===== config.mk =====
export PLATFORM = sky130hd
export DESIGN_NAME = game_level_controller
export DESIGN_NICKNAME = d
export VERILOG_FILES = /design/src/rtl/game_level_controller.sv
export SDC_FILE = /design/constraint.sdc
export NUM_CORES = 1
export LEC_CHECK = 0
export ABC_AREA = 1
export ABC_CLOCK_PERIOD_IN_PS = 2900
export CORE_MARGIN = 1.5
export CORE_UTILIZATION = 65
export DETAILED_ROUTE_END_ITERATION = 16
export GPL_TIMING_DRIVEN = 0
export PLACE_DENSITY = 0.85
export SETUP_SLACK_MARGIN = 0.4
export SLEW_MARGIN = 20
export SYNTH_ARGS = -nofsm -noshare
export SYNTH_HDL_FRONTEND = slang
export SYNTH_SLANG_ARGS = --single-unit

===== constraint.sdc =====
create_clock -name clk -period 2.9 [get_ports clk]
set_input_delay 0.435 -clock clk [delete_from_list [all_inputs] [get_ports clk]]
set_output_delay 0.435 -clock clk [all_outputs]
set_load 0.02 [all_outputs]

===== src/rtl/game_level_controller.sv =====
// Level sequencer for the binary encryption game: walks the player through the levels,
// tracks wrong guesses and drives the pass/fail/win indication on the red/green LEDs.
module game_level_controller #(
    parameter int NUM_LEVELS   = 3,
    parameter int MAX_ATTEMPTS = 3,
    parameter int SHOW_CYCLES  = 50000000,
    parameter int BLINK_CYCLES = 25000000
) (
    input  logic       clk,
    input  logic       rst,
    input  logic       start,
    input  logic       submit,
    input  logic       verifier,
    output logic [1:0] level,
    output logic [2:0] attempts_left,
    output logic       level_load,
    output logic       ledr_out,
    output logic       ledg_out,
    output logic       game_won,
    output logic       game_over
);

    localparam int TMAX = (SHOW_CYCLES > BLINK_CYCLES) ? SHOW_CYCLES : BLINK_CYCLES;
    localparam int TW   = $clog2(TMAX + 1);

    // Loaded on entry, so a value of N-1 gives exactly N cycles in the state.
    localparam logic [TW-1:0] SHOW_LOAD  = TW'(SHOW_CYCLES - 1);
    localparam logic [TW-1:0] BLINK_LOAD = TW'(BLINK_CYCLES - 1);
    localparam logic [1:0]    LAST_LEVEL = 2'(NUM_LEVELS);
    localparam logic [2:0]    ATT_RELOAD = 3'(MAX_ATTEMPTS);

    typedef enum logic [2:0] {
        IDLE, LOAD, PLAY, SHOW_PASS, SHOW_FAIL, WON, LOST
    } state_t;

    state_t        state;
    logic [TW-1:0] timer;

    always_ff @(posedge clk) begin
        if (rst) begin
            state         <= IDLE;
            level         <= 2'd1;
            attempts_left <= ATT_RELOAD;
            level_load    <= 1'b0;
            ledr_out      <= 1'b0;
            ledg_out      <= 1'b0;
            game_won      <= 1'b0;
            game_over     <= 1'b0;
            timer         <= '0;
        end else begin
            level_load <= 1'b0;
            case (state)
                IDLE, WON, LOST: begin
                    if (start) begin
                        state         <= LOAD;
                        level         <= 2'd1;
                        attempts_left <= ATT_RELOAD;
                        level_load    <= 1'b1;
                        ledr_out      <= 1'b0;
                        ledg_out      <= 1'b0;
                        game_won      <= 1'b0;
                        game_over     <= 1'b0;
                        timer         <= '0;
                    end else if (state == WON) begin
                        if (timer == '0) begin
                            ledg_out <= ~ledg_out;
                            timer    <= BLINK_LOAD;
                        end else begin
                            timer <= timer - 1'b1;
                        end
                    end
                end
                LOAD: begin
                    state    <= PLAY;
                    ledr_out <= 1'b0;
                    ledg_out <= 1'b0;
                    timer    <= '0;
                end
                PLAY: begin
                    if (submit) begin
                        timer <= SHOW_LOAD;
                        if (verifier) begin
                            state    <= SHOW_PASS;
                            ledg_out <= 1'b1;
                        end else begin
                            state    <= SHOW_FAIL;
                            ledr_out <= 1'b1;
                            if (attempts_left != 3'd0)
                                attempts_left <= attempts_left - 3'd1;
                        end
                    end
                end
                SHOW_PASS: begin
                    if (timer == '0) begin
                        if (level == LAST_LEVEL) begin
                            state    <= WON;
                            game_won <= 1'b1;
                            ledg_out <= 1'b1;
                            timer    <= BLINK_LOAD;
                        end else begin
                            state         <= LOAD;
                            level         <= level + 2'd1;
                            attempts_left <= ATT_RELOAD;
                            level_load    <= 1'b1;
                            ledg_out      <= 1'b0;
                        end
                    end else begin
                        timer <= timer - 1'b1;
                    end
                end
                SHOW_FAIL: begin
                    if (timer == '0) begin
                        // Out of guesses: the red LED stays lit as the loss indication.
                        if (attempts_left == 3'd0) begin
                            state     <= LOST;
                            game_over <= 1'b1;
                        end else begin
                            state    <= PLAY;
                            ledr_out <= 1'b0;
                        end
                    end else begin
                        timer <= timer - 1'b1;
                    end
                end
                default: state <= IDLE;
            endcase
        end
    end

endmodule

==> results.tsv <==
stage	metric	value	unit
clock_tree	cts_tree	built	
clock_tree	cts.htree.levels	2	
synthesis	synth_seq_cells	39	
floorplan	die-width	71.3	um
power_and_ir_drop	vdd.ir_drop.worst	882	uV
sta	worst_margin_pin_slew	627	ps
min_path	whs_path_depth	2	
worst_setup_path	criticalPathCategory	reg2reg	
worst_setup_path	worst_setup_path_start_kind	register	
synthesis	synth_edf_count	0	
worst_setup_path	cp.required	3090	ps
synthesis	async_reset_ff_share	0	%
placement	placed_cells	575	
layout	n_antenna_cell	0	
layout	instances_no_fill	583	
clock_tree	clockRootBuffer	clkbuf_8	
routing	routed_wl	8.01	mm
synthesis	postSynth.topFlopCell	dfxtp_1	
clock_tree	cts.clk_slew.worst_paths	80	ps
clock_tree	cts.sink_count	39	
min_path	worstHoldPathType	reg2reg	
worst_setup_path	worst_setup_path_end_kind	register	
routing	drt_pre_antenna_iters	5	
grt	maximum_number_of_pins_on_one_net_before_global_route_repair	13	
layout	postLayoutCellArea	3310	sq um
grt	grt.total_usage	33.5	%
sta	finalHoldViolCount	0	
clock_tree	cts_setup_buffers	0	
synthesis	ys_types	39	
worst_setup_path	reg2reg_depth	8	
grt	antenna_found_initial	0	
floorplan	core.rowCount	24	
layout	flow.area_growth_from_synthesis	9.21	%
placement	hpwl_reported_at_the_end_of_detailed_placement	6.03	mm
run	max_cap_viol_count	0	
layout	net_total_in_the_final_layout	540	
clock_tree	cts-resized-gates	0	
floorplan	floorplan.initialDensity	68.6	%
synthesis	syn-num-nets	520	
layout	drive_above_1_share	9.23	%
sta	whs	459	ps
routing	drt-initial-drc-count	304	
placement	placed_cell_area	3220	sq um
sta	grt_setup_unrepaired	no	
sta	maxSlewHeadroom	58.2	%
worst_setup_path	crit_fanout	10	
layout	most-common-layout-cells	161 x nand2_1, 104 x nor2_1, 44 x inv_1	
layout	fillCellCount	384	
synthesis	total_number_of_yosys_warnings	0	
grt	grt_first_pass_wirelength	13.6	mm
routing	drt.antenna.violating_nets	0	
sta	final.min_clock_period	2030	ps
grt	grt_pass1_vias	3012	
synthesis	synthesis.area_per_instance	5.94	sq um
layout	most_common_cell_after_layout_fill_and_taps_aside	nand2_1	
sta	timing.final.setup_violations	0	
sta	clock_skew	13.4	ps
floorplan	area_inside_the_core_boundary	4410	sq um
clock_tree	numCtsBuffers	5	
routing	detail_route.drc_violations	0	
routing	route.detailed.wl_per_inst	13.7	um
sta	fmaxAchievable	0.494	GHz
placement	gp_routability_congestion	0.967	
floorplan	design.die.area	5080	sq um
routing	dr_total_vias	3286	
synthesis	postSynthCellCount	510	
synthesis	post_synth_instance_area	3030	sq um
floorplan	design.portCount	15	
power_and_ir_drop	lkg_pwr	1.70	nW
clock_tree	max-clock-path-buffers	2	
sta	setup-tns-final	0	ps
sta	timing_max_transition_violations_final	0	
synthesis	synth.yosys.seq_area_share	25.8	%
grt	globalRoute.totalOverflow	0	
clock_tree	cts-hold-fix-buffers	0	
routing	detail_route.vias_per_cell	5.64	
outcome	outcome	completed	
floorplan	die_h	71.3	um
sta	finalCritPeriodShare	69.8	%
power_and_ir_drop	power_density	1120	nW/um^2
clock_tree	clk_latency	300	ps
placement	port-buffer-count	13	
worst_setup_path	worstPathArrival	2210	ps
[synthesized netlist by cell type, types with 6 or more instances]
| library cell | instances | area share (%) |
|---|---|---|
| nand2_1 | 161 | 20 |
| nor2_1 | 104 | 13 |
| inv_1 | 44 | 5.5 |
| dfxtp_1 | 39 | 26 |
| nand3_1 | 31 | 5.1 |
| o21ai_1 | 26 | 4.3 |
| a21oi_1 | 15 | 2.5 |
| o21ai_0 | 10 | 1.7 |
| xor2_1 | 10 | 2.9 |
| nor2_4 | 6 | 2.2 |
[through the flow]
stage	utilization [%]	setup slack [ps]	total power, mW
floorplan	-	1200	2.73
global placement	73.0	913	3.19
detailed placement	73.0	895	3.26
CTS	74.9	873	3.63
global route	74.9	648	4.04
finish	74.9	875	3.69
[critical path, cell delays in order (launching register included)]
cell,delay [ps]
dfxtp_1,490
inv_1,100
nand2_2,110
nor2_4,80
inv_4,110
clkbuf_1,490
nand2_1,320
nor2_1,170
nor2_1,60
[registers in the layout (all words and copies together) (netlist names)]
| name | count |
|---|---|
| ledr_out | 1 |
| timer | 26 |
| game_won | 1 |
| attempts_left | 3 |
| level | 2 |
| ledg_out | 1 |
| state | 3 |
| game_over | 1 |
| level_load | 1 |
[report_power, final]
part	switching [mW]	total, mW	internal [mW]	leakage [nW]
clock	0.202	0.367	0.165	0.0477
combinational	1.60	2.43	0.827	1.33
sequential	0.196	0.898	0.702	0.321
[cells by family (layout without fill, tap and decap cells)]
group           count (synthesis)  after routing  share of synthesized area [%]
flops                          39             39                           25.8
buf+inv                        64             85                           9.59
simple gates                  326            326                           47.3
fa+ha+maj                       5              5                           2.07
xor+xnor                       13             13                           3.76
compound gates                 63             63                           11.5
[routing by layer]
layer	routed length [um]	vias up	global-route usage [%]	share of wire (%)
met5	0	-	0	0
met2	3760	152	55.6	47
li1	-	1645	-	-
met3	650	18	7.31	8.1
met4	140	0	10.1	1.7
met1	3450	1471	43.9	43
[cell type report]
class	count	area [sq um]	share of cell area, %
sequential	39	781	23.6
tap	52	65.1	1.97
clock buffer	5	68.8	2.08
multi-input combinational	407	1960	59.2
inverter	50	190	5.75
timing repair buffer	13	130	3.93
buffer	14	100	3.03
clock inverter	3	15.0	0.454
[path summary, 6_finish.rpt]
kind             from  endpoint  slack, ps
max          state[0]  timer[1]        870
min          ledr_out  ledr_out        460
max reg2reg  state[0]  timer[1]        870
min reg2reg  ledr_out  ledr_out        460
(Power assumes the default switching activity.)
==> RTL edit, RTL diff (same settings) <==
Encoding of `state_t`: now one-hot (7 bits for 7 states). Comments in the files are not updated.
--- a/src/rtl/game_level_controller.sv
+++ b/src/rtl/game_level_controller.sv
@@ -29,8 +29,8 @@
     localparam logic [1:0]    LAST_LEVEL = 2'(NUM_LEVELS);
     localparam logic [2:0]    ATT_RELOAD = 3'(MAX_ATTEMPTS);
 
-    typedef enum logic [2:0] {
-        IDLE, LOAD, PLAY, SHOW_PASS, SHOW_FAIL, WON, LOST
+    typedef enum logic [6:0] {
+        IDLE = 7'b0000001, LOAD = 7'b0000010, PLAY = 7'b0000100, SHOW_PASS = 7'b0001000, SHOW_FAIL = 7'b0010000, WON = 7'b0100000, LOST = 7'b1000000
     } state_t;
 
     state_t        state;
Behaviour: same outputs for any inputs over 10 cycles, from zero or initial values and one cycle with rst high; not proved beyond that.
==> RTL edit against the original RTL <==
- sequential cell count up 4
- cell count up 16%
- first-iteration DRC count down 4.9%
- worst setup slack worse by 0.17 ns
- routed wire length up 15%
- area after synthesis up 8.2%
- power up 13%
- design area up 8.9%
- count of clock-buffer cells in the layout up 3
- core utilization up 0.30 points
- die area up 7.8%
- critical path type unchanged
- highest routed layer unchanged
==> RTL edit: results (changes against the original RTL) <==
status: finished clean (unchanged)
vias per cell: 5.46 (was 5.64)
IO buf count: 14 (was 13)
Post-synth ARST share: 0% (unchanged)
wire length on met2: 4090 um (was 3760 um)
top sig layer: met4 (unchanged)
hold path startpoint: ledr_out (unchanged)
initial antenna violation count: 0 (unchanged)
Worst R2R End: state[1] (was timer[1])
WHS Endpoint: ledr_out (unchanged)
largest cells by area after synthesis: dfxtp_1 (26%), nand2_1 (25%), nor2_1 (13%) (was dfxtp_1 (26%), nand2_1 (20%), nor2_1 (13%))
Worst Tran Pin Value: 0.643 ns (was 0.627 ns)
P_leak: 1.91 nW (was 1.70 nW)
top flop regs: timer (26), state (7), attempts_left (3) (was timer (26), attempts_left (3), state (3))
max incr delay on CP: 0.40 ns (was 0.49 ns)
Clock Latency Late Sink: 0.31 ns
Setup Buffers After CTS: 0 (unchanged)
WL/cell: 13.7 um (about the same)
wl on met1: 4130 um (was 3450 um)
CTS Buf Count: 5 (unchanged)
synthesis warning total: 0 (unchanged)
ANT cells: 0 (unchanged)
clk_skew: 0.00905 ns (was 0.0134 ns)
DPL Wire Length: 6990 um (was 6030 um)
Layout fillers: 426 (was 384)
syn_nets: 595 (was 520)
DR WL met3: 787 um (was 650 um)
largest net degree at the start of global routing: 13 (unchanged)
sequential cell area fraction in the yosys report: 26.3% (was 25.8%)
share of cells above drive strength 1: 6.59% (was 9.23%)
crit path max fanout: 5 (was 10)
hold depth: 2 (unchanged)
Power Sequential: 0.000996 W (was 0.000898 W)
maximum vdd drop: 828 uV (was 882 uV)
DR iter-0 viols: 289 (was 304)
all-layer global routing usage: 35.2% (was 33.5%)
first-pass GRT wire length: 14800 um (was 13600 um)
Final nets: 616 (was 540)
root buffer cell: clkbuf_8 (unchanged)
number of synthesized flops with an enable pin: 0 (unchanged)
Place WS: 0.644 ns (was 0.895 ns)
Distinct cells, synth: 28 (was 39)
GP Congestion: 1.06 (was 0.967)
top cells by count, synth: nand2_1 (220), nor2_1 (115), inv_1 (54), dfxtp_1 (43), nand3_1 (42) (was nand2_1 (161), nor2_1 (104), inv_1 (44), dfxtp_1 (39), nand3_1 (31))
Comb power frac: 65.5% (was 65.7%)
post-CTS sizing: 0 (unchanged)
R2R Path Start: timer[6] (was state[0])
R2R depth: 9 (was 8)
CTS Buffer Depth: 2 (unchanged)
vias in the first global route: 3222 (was 3012)
P_int: 0.00188 W (was 0.00169 W)
slowest CP cell: dfxtp_1 (unchanged)
## RTL edit: cell type report
class / count / share of cell area, %
buffer: 14 / 2.05
clock buffer: 8 / 2.78
inverter: 64 / 6.67
multi-input combinational: 464 / 58.4
sequential: 43 / 23.9
tap: 67 / 2.33
timing repair buffer: 14 / 3.89
## RTL edit: worst max path at each step
stage / startpoint / endpoint / slack (ns) / depth (start not counted)
final: timer[6] / state[1] / 0.71 / 9
after global routing: timer[0] / level[1] / 0.56 / 13
after CTS: timer[0] / state[1] / 0.83 / 12
after detailed placement: rst / timer[7] / 0.64 / 6
after global placement: rst / timer[0] / 0.68 / 6
after floorplan: timer[0] / level[1] / 1.26 / 13
## RTL edit: cell families (layout without fill, tap and decap cells)
kind of cell,Yosys count,count (layout),share of synthesized area (%)
AO/OA/AOI/OAI,43,43,7.49
adder cells (fa/ha/maj),5,5,1.91
buffers and inverters,78,100,9.59
AND/OR/NAND/NOR,403,403,51.3
flip-flops,43,43,26.3
XOR/XNOR,13,13,3.48
## RTL edit: critical path: cells and delay by family (launching register included)
kind,cells,cell delay [ns]
AND/OR/NAND/NOR,8,1.55
flip-flops,1,0.40
buffers and inverters,1,0.15
## RTL edit: per-stage QoR
stage                     util (%)  hold slack (ns)  cells  area [um^2]  power (W)
after CTS                     75.2            0.468    674         3600    0.00409
after global placement        73.1            0.449    666         3500    0.00356
after floorplan                  -            0.477    585         3280    0.00304
after detailed placement      73.1            0.454    666         3500    0.00365
final                         75.2            0.465    674         3600    0.00417
after global routing          75.2            0.497    674         3600    0.00455
## RTL edit: metal layers
layer | vias to the layer above | track usage (%)
li1 | 1853 | -
met1 | 1627 | 47.3
met2 | 167 | 55.4
met3 | 31 | 7.72
met4 | 0 | 13.0
met5 | - | 0
